[src/rtl/mem_access_stage_if.sv]
// Execute-to-memory, memory-to-writeback and data-SRAM response signals of the memory stage.
// The master modport is the surrounding pipeline; the slave modport is the stage itself.
interface mem_access_stage_if #(
  parameter int EXC_WD = 64
);
  logic                ws_allowin;
  logic                ms_allowin;
  logic                es_to_ms_valid;
  logic [EXC_WD+78:0]  es_to_ms_bus;
  logic                ms_to_ws_valid;
  logic [EXC_WD+70:0]  ms_to_ws_bus;
  logic [38:0]         ms_fwd_bus;
  logic                ms_ex;
  logic                data_sram_data_ok;
  logic [31:0]         data_sram_rdata;
  logic                ms_flush_pipe;

  modport master (
    output ws_allowin, es_to_ms_valid, es_to_ms_bus,
           data_sram_data_ok, data_sram_rdata, ms_flush_pipe,
    input  ms_allowin, ms_to_ws_valid, ms_to_ws_bus, ms_fwd_bus, ms_ex
  );

  modport slave (
    input  ws_allowin, es_to_ms_valid, es_to_ms_bus,
           data_sram_data_ok, data_sram_rdata, ms_flush_pipe,
    output ms_allowin, ms_to_ws_valid, ms_to_ws_bus, ms_fwd_bus, ms_ex
  );
endinterface

[src/rtl/mem_access_stage.sv]
// Memory-access pipeline stage: waits for the data-SRAM response, aligns/extends load data,
// forwards to writeback, and silently drops the response of a load killed by a flush.
module mem_access_stage #(
  parameter int EXC_WD = 64
) (
  input  logic               clk,
  input  logic               reset,
  mem_access_stage_if.slave  ms
);

  // state | meaning
  // EMPTY | no instruction held
  // RUN   | instruction needs no memory data, ready to leave
  // WAIT  | load/store issued, response not yet seen
  // HAVE  | response captured in rdata_buf, waiting for writeback
  typedef enum logic [1:0] {EMPTY, RUN, WAIT, HAVE} state_t;

  state_t              state_q, state_d;
  logic                drop_pending_q, drop_pending_d;
  logic [31:0]         rdata_buf_q, rdata_buf_d;
  logic [EXC_WD-1:0]   exc_q;
  logic                ex_q;
  logic [4:0]          load_op_q;
  logic                res_from_mem_q;
  logic                gr_we_q;
  logic [4:0]          dest_q;
  logic [31:0]         result_q;
  logic [31:0]         pc_q;

  logic                in_ex, in_mem_req, in_need_data;
  logic                ms_valid, ms_ready_go, data_ok_own, capture;
  logic [31:0]         raw, half_sel, final_result;
  logic [7:0]          byte_sel;

  assign in_ex        = ms.es_to_ms_bus[77];
  assign in_mem_req   = ms.es_to_ms_bus[76];
  assign in_need_data = in_mem_req && !in_ex;

  assign ms_valid    = (state_q != EMPTY);
  // A response arriving while drop_pending is set belongs to a flushed load.
  assign data_ok_own = ms.data_sram_data_ok && !drop_pending_q;
  assign ms_ready_go = (state_q == RUN) || (state_q == HAVE) ||
                       ((state_q == WAIT) && data_ok_own);
  assign ms.ms_allowin = !ms_valid || (ms_ready_go && ms.ws_allowin);
  assign capture       = ms.es_to_ms_valid && ms.ms_allowin && !ms.ms_flush_pipe;

  assign raw = ((state_q == WAIT) && data_ok_own) ? ms.data_sram_rdata : rdata_buf_q;

  always_comb begin
    byte_sel = raw[7:0];
    case (result_q[1:0])
      2'd0: byte_sel = raw[7:0];
      2'd1: byte_sel = raw[15:8];
      2'd2: byte_sel = raw[23:16];
      2'd3: byte_sel = raw[31:24];
      default: byte_sel = raw[7:0];
    endcase
    half_sel = {16'h0, result_q[1] ? raw[31:16] : raw[15:0]};
  end

  always_comb begin
    final_result = result_q;
    if (res_from_mem_q && !ex_q) begin
      if (load_op_q[0])      final_result = {{24{byte_sel[7]}}, byte_sel};
      else if (load_op_q[1]) final_result = {{16{half_sel[15]}}, half_sel[15:0]};
      else if (load_op_q[3]) final_result = {24'h0, byte_sel};
      else if (load_op_q[4]) final_result = half_sel;
      else                   final_result = raw;
    end
  end

  assign ms.ms_to_ws_valid = ms_valid && ms_ready_go && !ms.ms_flush_pipe;
  assign ms.ms_to_ws_bus   = {exc_q, ex_q, gr_we_q, dest_q, final_result, pc_q};
  assign ms.ms_fwd_bus     = {ms_valid && gr_we_q,
                              ms_valid && res_from_mem_q && !ms_ready_go,
                              dest_q, final_result};
  assign ms.ms_ex          = ms_valid && ex_q;

  always_comb begin
    state_d        = state_q;
    drop_pending_d = drop_pending_q;
    rdata_buf_d    = rdata_buf_q;
    if (drop_pending_q && ms.data_sram_data_ok)
      drop_pending_d = 1'b0;
    if (ms.ms_flush_pipe) begin
      state_d = EMPTY;
      // An unanswered request of the killed load must be swallowed later.
      if ((state_q == WAIT) && !data_ok_own)
        drop_pending_d = 1'b1;
    end else if (ms.ms_allowin) begin
      if (ms.es_to_ms_valid) state_d = in_need_data ? WAIT : RUN;
      else                   state_d = EMPTY;
    end else if ((state_q == WAIT) && data_ok_own) begin
      state_d     = HAVE;
      rdata_buf_d = ms.data_sram_rdata;
    end
  end

  always_ff @(posedge clk) begin
    if (reset) begin
      state_q        <= EMPTY;
      drop_pending_q <= 1'b0;
      rdata_buf_q    <= 32'h0;
      exc_q          <= '0;
      ex_q           <= 1'b0;
      load_op_q      <= 5'h0;
      res_from_mem_q <= 1'b0;
      gr_we_q        <= 1'b0;
      dest_q         <= 5'h0;
      result_q       <= 32'h0;
      pc_q           <= 32'h0;
    end else begin
      state_q        <= state_d;
      drop_pending_q <= drop_pending_d;
      rdata_buf_q    <= rdata_buf_d;
      if (capture) begin
        exc_q          <= ms.es_to_ms_bus[EXC_WD+77:78];
        ex_q           <= in_ex;
        load_op_q      <= ms.es_to_ms_bus[75:71];
        res_from_mem_q <= ms.es_to_ms_bus[70];
        gr_we_q        <= ms.es_to_ms_bus[69];
        dest_q         <= ms.es_to_ms_bus[68:64];
        result_q       <= ms.es_to_ms_bus[63:32];
        pc_q           <= ms.es_to_ms_bus[31:0];
      end
    end
  end

endmodule

[src/flat_wrapper.sv]
// flat-port wrapper written by rule: the top's interface ports become plain ports
module mem_access_stage_flat 
#(
  parameter int EXC_WD = 64
)
  (clk, reset, ms_ws_allowin, ms_es_to_ms_valid, ms_es_to_ms_bus, ms_data_sram_data_ok, ms_data_sram_rdata, ms_ms_flush_pipe, ms_ms_allowin, ms_ms_to_ws_valid, ms_ms_to_ws_bus, ms_ms_fwd_bus, ms_ms_ex);
  mem_access_stage_if #(.EXC_WD(EXC_WD)) ms_i ();
  input  logic clk;
  input  logic reset;
  input wire logic [$bits(ms_i.ws_allowin)-1:0] ms_ws_allowin;
  input wire logic [$bits(ms_i.es_to_ms_valid)-1:0] ms_es_to_ms_valid;
  input wire logic [$bits(ms_i.es_to_ms_bus)-1:0] ms_es_to_ms_bus;
  input wire logic [$bits(ms_i.data_sram_data_ok)-1:0] ms_data_sram_data_ok;
  input wire logic [$bits(ms_i.data_sram_rdata)-1:0] ms_data_sram_rdata;
  input wire logic [$bits(ms_i.ms_flush_pipe)-1:0] ms_ms_flush_pipe;
  output wire logic [$bits(ms_i.ms_allowin)-1:0] ms_ms_allowin;
  output wire logic [$bits(ms_i.ms_to_ws_valid)-1:0] ms_ms_to_ws_valid;
  output wire logic [$bits(ms_i.ms_to_ws_bus)-1:0] ms_ms_to_ws_bus;
  output wire logic [$bits(ms_i.ms_fwd_bus)-1:0] ms_ms_fwd_bus;
  output wire logic [$bits(ms_i.ms_ex)-1:0] ms_ms_ex;
  assign ms_i.ws_allowin = ms_ws_allowin;
  assign ms_i.es_to_ms_valid = ms_es_to_ms_valid;
  assign ms_i.es_to_ms_bus = ms_es_to_ms_bus;
  assign ms_i.data_sram_data_ok = ms_data_sram_data_ok;
  assign ms_i.data_sram_rdata = ms_data_sram_rdata;
  assign ms_i.ms_flush_pipe = ms_ms_flush_pipe;
  assign ms_ms_allowin = ms_i.ms_allowin;
  assign ms_ms_to_ws_valid = ms_i.ms_to_ws_valid;
  assign ms_ms_to_ws_bus = ms_i.ms_to_ws_bus;
  assign ms_ms_fwd_bus = ms_i.ms_fwd_bus;
  assign ms_ms_ex = ms_i.ms_ex;
  mem_access_stage #(.EXC_WD(EXC_WD)) u_core (.clk(clk), .reset(reset), .ms(ms_i));
endmodule
[config.mk]
export PLATFORM = sky130hd
export DESIGN_NAME = mem_access_stage_flat
export DESIGN_NICKNAME = d
export VERILOG_FILES = /design/src/rtl/mem_access_stage_if.sv /design/src/rtl/mem_access_stage.sv /design/src/flat_wrapper.sv
export SDC_FILE = /design/constraint.sdc
export NUM_CORES = 1
export LEC_CHECK = 0
export CELL_PAD_IN_SITES_DETAIL_PLACEMENT = 1
export CELL_PAD_IN_SITES_GLOBAL_PLACEMENT = 1
export CORE_MARGIN = 2
export CORE_UTILIZATION = 31
export CTS_BUF_LIST = sky130_fd_sc_hd__clkbuf_8
export CTS_CLUSTER_SIZE = 10
export DETAILED_ROUTE_END_ITERATION = 10
export PLACE_DENSITY_LB_ADDON = 0.1
export SLEW_MARGIN = 5
export SYNTH_ARGS = -nofsm -noshare
export SYNTH_HDL_FRONTEND = slang
export SYNTH_SLANG_ARGS = --single-unit
[constraint.sdc]
create_clock -name clk -period 2.63 [get_ports clk]
set_input_delay 0.3945 -clock clk [delete_from_list [all_inputs] [get_ports clk]]
set_output_delay 0.3945 -clock clk [all_outputs]
set_load 0.01 [all_outputs]
# [Yosys cells after proc, flatten, opt, wreduce, memory -nomap -nowiden]
# Index checks and enable logic that the tools add are counted.
[op_classes] eq_ne=6 n_mux=15 bitwise_logic=2 reduce_logical=30
[op_table] op="two-way mux 32 bit" n=6
[op_table] op="one-hot mux 8 bit (4 select lines)" n=1
[op_table] op="two-way mux 16 bit" n=1
[op_table] op="logical AND 1 bit" n=15
[op_table] op="equality test 2 bit (second input constant)" n=4
[op_table] op="two-way mux 2 bit" n=4
[op_table] op="zero test 1 bit" n=7
[op_table] op="equality test 2 x 1 -> 1 bit (second input constant)" n=2
[op_table] op="nonzero test 2 bit" n=2
[op_table] op="logical OR 1 bit" n=3
[op_table] op="two-way mux 1 bit" n=3
[op_table] op="zero test 2 bit" n=1
[op_table] op="NOT 1 bit" n=2
[op_table] op="AND reduction 2 bit" n=1
[op_table] op="OR reduction 2 bit" n=1
[word_totals] elab_cells=64 output_inout_bits=177 ff_bits=176 in_bits=181

# [Longest topological paths before layout]
[depth] word_depth=10 depth_mapped=10 depth_no_buf=5

# [Worst setup path after synthesis]
# OpenSTA, ideal clock, no wires.
[synth_timing] kind="flip-flop to output port" from="register u_core.state_q[0]" to="output ms_ms_to_ws_bus[36]" path_buffers=3 required_ns=2.236 stages_incl_launch_ff=9 arrival_time_ns=2.125 path_slack_ns=0.111 path_cell_list="dfxtp_1 > and4bb_1 > buf_4 > buf_12 > mux2i_1 > mux4_2 > or2_1 > a21oi_1 > buf_4"
[synth_via] elab_chain_len=9 word_cells_on_any_way=10 classes_between="eq/ne: 1; mux: 8; reduce/logical: 1"
[synth_rtl] item="start, declared" line_no="mem_access_stage.sv:18" text="state_t state_q, state_d;"
[synth_rtl] item="start signal, assigned" line_no="mem_access_stage.sv:113" text="state_q <= state_d;"
[synth_rtl] item="equality test 2 bit (*)" line_no="mem_access_stage.sv:47" text="assign raw = ((state_q == WAIT) && data_ok_own) ? ms.data_sram_rdata : rdata_buf_q;"
[synth_rtl] item="logical AND 1 bit (*)" line_no="mem_access_stage.sv:47"
[synth_rtl] item="two-way mux 32 bit (*)"
[synth_rtl] item="two-way mux 16 bit" line_no="mem_access_stage.sv:58" text="half_sel = {16'h0, result_q[1] ? raw[31:16] : raw[15:0]};"
[synth_rtl] item="two-way mux 32 bit" line_no="mem_access_stage.sv:67" text="else if (load_op_q[4]) final_result = half_sel;"
[synth_rtl] item="two-way mux 32 bit" line_no="mem_access_stage.sv:66" text="else if (load_op_q[3]) final_result = {24'h0, byte_sel};"
[synth_rtl] item="two-way mux 32 bit" line_no="mem_access_stage.sv:65" text="else if (load_op_q[1]) final_result = {{16{half_sel[15]}}, half_sel[15:0]};"
[synth_rtl] item="two-way mux 32 bit (*)" line_no="mem_access_stage.sv:64" text="if (load_op_q[0]) final_result = {{24{byte_sel[7]}}, byte_sel};"
[synth_rtl] item="two-way mux 32 bit (*)" line_no="mem_access_stage.sv:63" text="if (res_from_mem_q && !ex_q) begin"
[synth_rtl] item="end, declared" line_no="flat_wrapper.sv:18" text="output wire logic [$bits(ms_i.ms_to_ws_bus)-1:0] ms_ms_to_ws_bus;"
# Mark *: on every way between the ends. The rest lies on a longest branch, timed or not.

# [Worst setup path in the final report]
[layout_timing] from="input ms_data_sram_data_ok" to="output ms_ms_fwd_bus[5]"
[layout_via] elab_chain_len=9 word_cells_on_any_way=10 classes_between="mux: 8; reduce/logical: 2"
[layout_rtl] item="start, declared" line_no="flat_wrapper.sv:13" text="input wire logic [$bits(ms_i.data_sram_data_ok)-1:0] ms_data_sram_data_ok;"
[layout_rtl] item="logical AND 1 bit (*)" line_no="mem_access_stage.sv:41" text="assign data_ok_own = ms.data_sram_data_ok && !drop_pending_q;"
[layout_rtl] item="logical AND 1 bit (*)" line_no="mem_access_stage.sv:47"
[layout_rtl] item="two-way mux 32 bit (*)"
[layout_rtl] item="two-way mux 16 bit" line_no="mem_access_stage.sv:58"
[layout_rtl] item="two-way mux 32 bit" line_no="mem_access_stage.sv:67"
[layout_rtl] item="two-way mux 32 bit" line_no="mem_access_stage.sv:66"
[layout_rtl] item="two-way mux 32 bit" line_no="mem_access_stage.sv:65"
[layout_rtl] item="two-way mux 32 bit (*)" line_no="mem_access_stage.sv:64"
[layout_rtl] item="two-way mux 32 bit (*)" line_no="mem_access_stage.sv:63"
[layout_rtl] item="end, declared" line_no="flat_wrapper.sv:19" text="output wire logic [$bits(ms_i.ms_fwd_bus)-1:0] ms_ms_fwd_bus;"
# Marked as above.

==> impl_metrics.yaml <==
power:
  internal-power_w: 0.004442
  switching_share_pct: 30.49
  finalPower_w: 0.006390
  powerDensity_mw_per_mm2: 469.4
  ir_drop_v: 0.0003160
  leakage_nw: 5.147
  pwr-share-seq_pct: 44.5
  p_sw_w: 0.001948
  pwr-share-clk_pct: 32.0
  comb_power_share_pct: 23.4
global_route:
  antenna_found_initial: 2
  grt_pass1_vias: 7943
  grt_overflow: 0
  grt_pass1_wl_um: 45860
  track_usage_pct: 22.20
  grt_max_degree: 68
synthesis:
  synth_nets: 1035
  synth_compound_area_share_pct: 9.288
  synth_area_leaders: "dfxtp_1 (44%), mux2i_1 (21%), nor2_1 (8.9%), buf_4 (4.5%), mux4_2 (2.5%)"
  ys_ff_latch: 175
  synthAdderAreaFrac_pct: 0
  syn_inst: 854
  syn_avg_cell_area_sq_um: 9.385
  synth_xor_xnor_area_share_pct: 0
  yosysSeqAreaShare_pct: 43.71
  ys_types: 45
  syn_area_sq_mm: 0.008015
  synthArstFlopShare_pct: 0
  yosys.area_share.simple_pct: 14.28
  yosysWarningCount: 0
  ys.flop_type: "dfxtp_1"
  synth_top_family_by_area: "multiplexers"
  synth_edf_count: 0
  synthMuxAreaShare_pct: 24.90
  synth_top_area_cell: "dfxtp_1"
  synth_top_area_share_pct: 43.71
clock_network:
  clock_path_buffers: 2
  cts_sinks: 175
  cts_hold_buffers: 0
  htreeDepth: 4
  clkTransAtPathRegs_ns: 0.11
  clkLatencyLatePin_ns: 0.47
  numCtsBuffers: 17
  tritoncts: "built"
  clockRootBuffer: "clkbuf_8"
floorplanning:
  fp-row-count: 58
  die-area_sq_mm: 0.02716
  start_util_pct: 31.74
  ioPinCount: 358
  core_area_sq_mm: 0.02525
  die_y_um: 164.8
  die_w_um: 164.8
timing:
  setup_viol: 64
  rsz0062_at_grt: "true"
  fin_worst_hold_slack_ns: 0.3081
  setup_slack_ns: -0.4438
  fmax_mhz: 325.3
  tightest_slew_ns: 0.4310
  slew_headroom_pct: 71.27
  period_share_pct: 116.9
  period_minus_slack_ns: 3.074
  fin_skew_ns: 0.02364
  final_hold_viol_count: 0
  maxSlewViolCount: 0
detailed_routing:
  wire_per_inst_um: 19.58
  first_iter_violations: 285
  wl_um: 31090
  drc: 0
  viasPerCell: 4.868
  routed-via-count: 7730
  ant_nets: 0
  drtPass1Iterations: 4
setup_path:
  end_kind: "primary output"
  crit_fanout: 6
  required_ns: 2.24
  startpoint_type: "input port"
  rr_endpoint: "u_core.exc_q[7]"
  path_class: "in2out"
  regToRegSetupSlack_ns: 0.72
  worstRegToRegCells: 9
  r2r_start: "u_core.drop_pending_q"
  worstPathArrival_ns: 2.68
flow_run:
  drv_cap: 0
hold_path:
  holdPathEnd: "u_core.exc_q[44]"
  min-delay-path-class: "in2reg"
  min_delay_path_depth: 2
  hp-start: "reset"
final_layout:
  fin_nets: 1425
  drive_gt1_share_pct: 24.11
  fillers: 2803
  fin_util_pct: 53.91
  mostFrequentLayoutCell: "clkdlybuf4s50_1"
  syn_to_final_growth_pct: 69.86
  layout_common_cells: "clkdlybuf4s50_1 (289), nor2_1 (190), dfxtp_1 (173)"
place:
  hpwl_um: 22860
  gp_congestion: 0.8102
  pre_cts_ws_ns: -0.9436
  port_buffers: 355
run_status:
  violations: "setup timing"
  status: "complete, but fails checks"
## power by group through the flow
stage	clock network (W)	registers (W)	logic (W)
2_1_floorplan	0	0.00293	0.000575
3_3_place_gp	0	0.00290	0.00142
3_5_place_dp	0	0.00290	0.00143
4_1_cts	0.00211	0.00285	0.00147
5_1_grt	0.00223	0.00286	0.00160
6_report	0.00205	0.00285	0.00150
## repair_timing
| action | CTS | global route |
|---|---|---|
| buffers inserted | 17 | 8 |
| setup endpoints to repair | 64 | 65 |
| gates resized for setup | 387 | 34 |
| gates cloned | 4 | 0 |
| pin swaps | 33 | 18 |
## layout make-up
cell class | instances | area (sq um) | share of cell area (%)
antenna | 1 | 2.502 | 0.01838
timing repair buffer | 474 | 4740 | 34.81
tap | 330 | 412.9 | 3.033
inverter | 3 | 11.26 | 0.08271
clock inverter | 15 | 196.4 | 1.443
sequential | 175 | 3506 | 25.75
clock buffer | 17 | 234.0 | 1.719
multi-input combinational | 573 | 4512 | 33.14
## layer usage
metal  routed length [um]  GRT usage [%]  vias up
met5                   11              0        -
met4                  638          7.589        2
met3                 2145          6.831       38
met2                15460          37.41      240
met1                12830          26.87     3759
li1                     -              -     3691
## synth_stat cells, types with 5 or more instances
library cell / instances
nor2_1: 191
dfxtp_1: 175
mux2i_1: 171
buf_4: 48
clkbuf_1: 38
a21oi_1: 33
nand2_1: 31
a211oi_1: 24
nor3_1: 17
buf_2: 14
o21a_1: 14
o21ai_0: 12
nand3_1: 10
mux4_2: 9
mux2_2: 6
nand2b_1: 6
a221oi_1: 5
a22o_1: 5
a31oi_1: 5
nor2b_1: 5
## stage by stage
step,setup TNS (ns),instance area (sq um),cells
after floorplan,0,8015,854
after global placement,-49.17,12350,1541
after detailed placement,-50.44,12350,1541
after CTS,-20.33,13330,1580
after global routing,-25.92,13610,1588
final,-20.22,13610,1588
## worst max-delay path: stages
cell	delay [ns]
clkdlybuf4s50_1	0.44
and4bb_4	0.25
buf_8	0.14
buf_12	0.13
buf_16	0.14
buf_12	0.12
mux2i_4	0.18
mux4_2	0.47
nand2_1	0.09
a22o_1	0.16
buf_2	0.15
## cell families after synthesis
family / count (synthesis)
and+or+nand+nor: 275
muxes: 187
DFF: 175
AOI/OAI and AO/OA: 111
buffers and inverters: 106
## how the worst max path moves through the flow
stage / from / to / cells past startpoint
after floorplan: u_core.state_q[0] / ms_ms_to_ws_bus[36] / 8
after global placement: ms_data_sram_data_ok / ms_ms_fwd_bus[26] / 7
after detailed placement: ms_data_sram_data_ok / ms_ms_to_ws_bus[58] / 7
after CTS: u_core.drop_pending_q / ms_ms_fwd_bus[2] / 10
after global routing: u_core.state_q[0] / ms_ms_to_ws_bus[34] / 10
final: ms_data_sram_data_ok / ms_ms_fwd_bus[5] / 11
## flip-flops by register name (all words and copies together) (netlist names)
| name | cells |
|---|---|
| u_core.dest_q | 5 |
| u_core.drop_pending_q | 1 |
| u_core.ex_q | 1 |
| u_core.exc_q | 64 |
| u_core.gr_we_q | 1 |
| u_core.load_op_q | 4 |
| u_core.pc_q | 32 |
| u_core.rdata_buf_q | 32 |
| u_core.res_from_mem_q | 1 |
| u_core.result_q | 32 |
| u_core.state_q | 2 |
Note: power is estimated with default switching activity, not from simulation.
